**config.mk**
```make
export PLATFORM = sky130hd
export DESIGN_NAME = stopwatch_core
export DESIGN_NICKNAME = d
export VERILOG_FILES = /design/src/rtl/stopwatch_core.sv
export SDC_FILE = /design/constraint.sdc
export NUM_CORES = 1
export LEC_CHECK = 0
export BUFFER_PORTS_ARGS = -buffer_cell sky130_fd_sc_hd__buf_2
export CAP_MARGIN = 5
export CORE_UTILIZATION = 50
export CTS_CLUSTER_SIZE = 30
export DETAILED_ROUTE_END_ITERATION = 8
export PLACE_DENSITY = 0.72
export SYNTH_ARGS = -nofsm -noshare
export SYNTH_HDL_FRONTEND = slang
export SYNTH_SLANG_ARGS = --single-unit
```
**constraint.sdc**
```tcl
create_clock -name clock -period 2.4 [get_ports clock]
set_input_delay 0.12 -clock clock [delete_from_list [all_inputs] [get_ports clock]]
set_output_delay 0.12 -clock clock [all_outputs]
set_load 0.02 [all_outputs]
```
**src/rtl/stopwatch_core.sv**
```systemverilog
`default_nettype none
// ============================================================================
// Module   : stopwatch_core
// Purpose  : mm:ss BCD stopwatch timekeeping core. Synchronises the divided
//            clock from the divider chain into the system clock domain, turns
//            its rising edges into single-cycle ticks, and gates those ticks
//            through an IDLE/RUN/PAUSE state machine into a cascaded BCD
//            counter that wraps at 59:59.
// Ports    : clock      - system clock, rising-edge active
//            rst        - asynchronous active-high reset
//            clk_in     - divided clock, asynchronous to clock
//            start_stop - debounced level, rising edge toggles run/pause
//            clear      - synchronous level, zeroes count and forces IDLE
//            running    - registered, high while in RUN
//            sec_lo     - seconds units (BCD 0-9)
//            sec_hi     - seconds tens  (BCD 0-5)
//            min_lo     - minutes units (BCD 0-9)
//            min_hi     - minutes tens  (BCD 0-5)
//            rollover   - registered one-cycle pulse on 59:59 -> 00:00
// Revision : 1.0 - initial release
// ============================================================================
module stopwatch_core #(
  parameter int SYNC_STAGES = 2
) (
  input  logic       clock,
  input  logic       rst,
  input  logic       clk_in,
  input  logic       start_stop,
  input  logic       clear,
  output logic       running,
  output logic [3:0] sec_lo,
  output logic [3:0] sec_hi,
  output logic [3:0] min_lo,
  output logic [3:0] min_hi,
  output logic       rollover
);

  typedef enum logic [1:0] {
    S_IDLE  = 2'd0,
    S_RUN   = 2'd1,
    S_PAUSE = 2'd2
  } state_t;

  localparam logic [3:0] c_DIG_MAX9 = 4'd9;
  localparam logic [3:0] c_DIG_MAX5 = 4'd5;

  logic [SYNC_STAGES-1:0] r_sync;
  logic                   r_sync_hist;
  logic                   r_ss_hist;
  state_t                 r_state;
  state_t                 w_state_next;
  logic                   w_tick;
  logic                   w_ss_edge;
  logic                   w_count_en;
  logic                   w_at_max;
  logic                   r_running;
  logic                   r_rollover;
  logic [3:0]             r_sec_lo;
  logic [3:0]             r_sec_hi;
  logic [3:0]             r_min_lo;
  logic [3:0]             r_min_hi;

  // Synchroniser chain plus history flops. The start_stop history keeps
  // updating while clear is high, so a level still held when clear drops
  // is not mistaken for a fresh edge.
  always_ff @(posedge clock or posedge rst) begin
    if (rst) begin
      r_sync      <= '0;
      r_sync_hist <= 1'b0;
      r_ss_hist   <= 1'b0;
    end else begin
      r_sync      <= {r_sync[SYNC_STAGES-2:0], clk_in};
      r_sync_hist <= r_sync[SYNC_STAGES-1];
      r_ss_hist   <= start_stop;
    end
  end

  assign w_tick     = r_sync[SYNC_STAGES-1] & ~r_sync_hist;
  assign w_ss_edge  = start_stop & ~r_ss_hist;
  assign w_count_en = (r_state == S_RUN) & w_tick & ~clear;
  assign w_at_max   = (r_sec_lo == c_DIG_MAX9) && (r_sec_hi == c_DIG_MAX5) &&
                      (r_min_lo == c_DIG_MAX9) && (r_min_hi == c_DIG_MAX5);

  // State register
  always_ff @(posedge clock or posedge rst) begin
    if (rst) begin
      r_state   <= S_IDLE;
      r_running <= 1'b0;
    end else begin
      r_state   <= w_state_next;
      r_running <= (w_state_next == S_RUN);
    end
  end

  // Next-state logic. A tick coincident with the toggle out of RUN is still
  // counted because w_count_en looks at the current state, not the next.
  always_comb begin
    w_state_next = r_state;
    if (clear) begin
      w_state_next = S_IDLE;
    end else if (w_ss_edge) begin
      case (r_state)
        S_IDLE:  w_state_next = S_RUN;
        S_RUN:   w_state_next = S_PAUSE;
        S_PAUSE: w_state_next = S_RUN;
        default: w_state_next = S_IDLE;
      endcase
    end
  end

  // Cascaded BCD counter
  always_ff @(posedge clock or posedge rst) begin
    if (rst) begin
      r_sec_lo   <= 4'd0;
      r_sec_hi   <= 4'd0;
      r_min_lo   <= 4'd0;
      r_min_hi   <= 4'd0;
      r_rollover <= 1'b0;
    end else if (clear) begin
      r_sec_lo   <= 4'd0;
      r_sec_hi   <= 4'd0;
      r_min_lo   <= 4'd0;
      r_min_hi   <= 4'd0;
      r_rollover <= 1'b0;
    end else begin
      r_rollover <= w_count_en & w_at_max;
      if (w_count_en) begin
        if (r_sec_lo >= c_DIG_MAX9) begin
          r_sec_lo <= 4'd0;
          if (r_sec_hi >= c_DIG_MAX5) begin
            r_sec_hi <= 4'd0;
            if (r_min_lo >= c_DIG_MAX9) begin
              r_min_lo <= 4'd0;
              if (r_min_hi >= c_DIG_MAX5) begin
                r_min_hi <= 4'd0;
              end else begin
                r_min_hi <= r_min_hi + 4'd1;
              end
            end else begin
              r_min_lo <= r_min_lo + 4'd1;
            end
          end else begin
            r_sec_hi <= r_sec_hi + 4'd1;
          end
        end else begin
          r_sec_lo <= r_sec_lo + 4'd1;
        end
      end
    end
  end

  assign running  = r_running;
  assign rollover = r_rollover;
  assign sec_lo   = r_sec_lo;
  assign sec_hi   = r_sec_hi;
  assign min_lo   = r_min_lo;
  assign min_hi   = r_min_hi;

endmodule
`default_nettype wire

```
==> run_results.csv <==
group,metric,value,unit
grt,antenna_found_initial,0,
final_layout,fill_cells,212,
synth,yosysTopAreaCellShare,45.5,%
place,placed_area,1460,sq um
synth,synth-xor-area-share,0.664,%
worst_setup_path,endpoint_kind,"register",
grt,grt_pass1_wl,4030,um
place,place_inst,172,
sta,hold_viol_final,24,
hold_path,hold_path.class,"input port to asynchronous set/reset pin",
final_layout,area_growth,16.1,%
cts,insertion_delay,0.31,ns
drt,wl_per_cell,13.4,um
drt,route.top_layer_used,"met4",
cts,root_buffer,"clkbuf_4",
sta,hold_ws,-0.0314,ns
floorplan,core,2480,sq um
pwr,power.switching,357,uW
cts,path_clk_slew,0.13,ns
drt,met2_length,1150,um
worst_setup_path,ff2ff_path_depth,6,
final_layout,n_antenna_cell,0,
floorplan,die_y,53.4,um
grt,gr-total-overflow,0,
sta,relSlewSlack,42.4,%
sta,finClkSkew,0.00151,ns
worst_setup_path,r2r_start,"sec_lo[1]$_DFFE_PP0P_",
final_layout,instances_no_fill,178,
drt,num_vias,984,
synth,synth_edf_count,0,
sta,min_period,2.10,ns
pwr,clockPowerShare,26.3,%
cts,cts.path.max_buffers,2,
floorplan,die_w,53.4,um
floorplan,die-area,2850,sq um
drt,wl,2380,um
cts,cts_hold_buf,2,
run_status,failed_checks,"negative hold slack",
synth,synthCells,121,
drt,route.detailed.drc,0,
place,gp_congestion,0.738,
cts,cts_buffers,3,
synth,async_reset_ff_share,100,%
place,hpwl,1760,um
final_layout,fin_area,1530,sq um
worst_setup_path,worstSetupPathType,"register to register",
cts,cts_sinks,24,
floorplan,ios,23,
pwr,finalPower,1100,uW
synth,yosys_warnings,0,
cts,htree_levels,1,
synth,synthFlopType,"dfrtp_1",
final_layout,final_layout_size_suffix_gt1_share,26.4,%
synth,postSynthAreaPerCell,10.9,sq um
worst_setup_path,r2r-end,"min_lo[3]$_DFFE_PP0P_",
synth,synth_compound_area_share,16.3,%
synth,yosysTopAreaCell,"dfrtp_1",
run_status,outcome,"finished with violations",
pwr,p_leak,0.000770,uW
final_layout,fin_nets,166,
pwr,switching_share,32.6,%
synth,synth_top_family_by_area,"simple AND/OR/NAND/NOR gates",
floorplan,start_util,53.2,%
synth,synth.yosys.seq_area_share,45.5,%
grt,grt_max_degree,25,
cts,post_cts_resized,0,
worst_setup_path,cp_max_fo,15,
cts,cts_tree,"done",
sta,maxSlewViolCount,0,
cts,postCtsSetupBuffers,0,
sta,fmax,0.475,GHz
drt,wl_met3,93,um
pwr,cellPowerDensity,716,nW/um^2
drt,dr.pass1.iters,4,
grt,grt_pass1_vias,913,
place,port_buffers,22,
flow_run,max_cap_viol_count,0,
synth,synth_most_common_cell,"dfrtp_1",
sta,finalCritPeriodShare,87.7,%
worst_setup_path,cp.arrival,2.32,ns
synth,yosysUniqueCellTypes,38,
drt,ant_nets,0,
synth,synth_fp_nets,138,
pwr,seqPwrFrac,46.0,%
synth,synth_simple_gate_area_share,17.8,%
pwr,peakVddDrop,644,uV
synth,ys_seq_elements,24,
pwr,p_int,740,uW
worst_setup_path,worstPathRequired,2.61,ns
pwr,power_frac_comb,27.7,%
drt,drt_iter0_markers,17,
drt,met1_length,1130,um
drt,vias_per_cell,5.53,
worst_setup_path,reg2reg_setup_slack,0.30,ns
synth,synth_mux_area_share,3.98,%
grt,grt_util_all_layers,19.6,%
floorplan,core.rowCount,18,
sta,rsz0062_at_grt,"no",
synth,netlist_area,1320,sq um
synth,synth_fa_ha_area_share,11.4,%
sta,finalSetupViolations,0,
worst_setup_path,crit_path_start_kind,"register",
sta,fin_setup_tns,0,ns
synth,synth_top_cells_by_area,"dfrtp_1, ha_1, inv_1",
synth,synthTopCellsByCount,"dfrtp_1, ha_1, inv_1, nor2_1, nand2_1",
sta,worst_pin_slew,0.863,ns
[layout by cell type, fill, tap and decap left out, drive strengths merged, types with 3 or more instances in the layout]
master and count:
nor2 10, a21o 3, inv 11, a21oi 3
buf 23, nand3 6, ha 12, nor3 4
nand2b 3, mux2i 3, nand2 7, dfrtp 24
o21ai 5, a211o 3, clkbuf 3
[per-layer routing]
layer	track usage, %	vias up
met5	0	-
met4	7.89	0
met3	2.59	2
met2	31.7	23
met1	26.1	473
li1	-	486
[logic make-up (layout without fill, tap and decap cells)]
logic type      count (synthesis)  in the layout
simple gates                   41             41
compound gates                 25             25
flops                          24             24
buf+inv                        13             40
fa+ha+maj                      12             12
mux                             5              5
xor+xnor                        1              1
[per-stage QoR]
step / setup WS (ns) / hold WS, ns / util, %
finish: 0.296 / -0.0314 / 61.8
global route: 0.184 / 0.0573 / 61.8
CTS: 0.308 / 0.00769 / 61.8
detailed placement: 0.323 / 0.230 / 58.9
global placement: 0.403 / 0.229 / 58.9
floorplan: 0.433 / 0.135 / -
[power groups by stage]
stage | clock, uW | sequential [uW] | combinational (uW)
floorplan | 0 | 552 | 169
global placement | 0 | 510 | 293
detailed placement | 0 | 513 | 299
CTS | 298 | 505 | 308
global route | 315 | 516 | 340
finish | 289 | 504 | 304
[state kept, by name, indices dropped and copies added (netlist names)]
| signal | count |
|---|---|
| r_state | 2 |
| running | 1 |
| r_sync_hist | 1 |
| sec_lo | 4 |
| min_hi | 4 |
| rollover | 1 |
| min_lo | 4 |
| sec_hi | 4 |
| r_ss_hist | 1 |
| r_sync | 2 |
[cell type report]
cell class	instances	area (sq um)	area share, %
clock buffers	3	22.5	1.47
clock inverters	1	30.0	1.96
inverters	11	41.3	2.70
multi-input cells	84	662	43.2
flip-flops and latches	24	601	39.2
well taps	30	37.5	2.45
repair buffers	25	138	8.99
[how the worst max path moves through the flow]
| stage | start | slack [ns] | to |
|---|---|---|---|
| floorplan | min_lo[1]$_DFFE_PP0P_ | 0.43 | min_lo[0]$_DFFE_PP0P_ |
| global placement | sec_lo[0]$_DFFE_PP0P_ | 0.40 | min_lo[3]$_DFFE_PP0P_ |
| detailed placement | sec_lo[1]$_DFFE_PP0P_ | 0.32 | min_lo[2]$_DFFE_PP0P_ |
| CTS | sec_lo[1]$_DFFE_PP0P_ | 0.31 | min_lo[2]$_DFFE_PP0P_ |
| global route | sec_lo[1]$_DFFE_PP0P_ | 0.18 | min_lo[3]$_DFFE_PP0P_ |
| finish | sec_lo[1]$_DFFE_PP0P_ | 0.30 | min_lo[3]$_DFFE_PP0P_ |
[worst max-delay path, stage by stage, from the launching register on]
cell and delay, ns:
dfrtp_1 0.42, inv_1 0.09, ha_1 0.19, or3b_1 0.43
a31oi_4 0.40, nor2_1 0.18, a32o_1 0.28
Note: power is estimated with default switching activity, not from simulation.
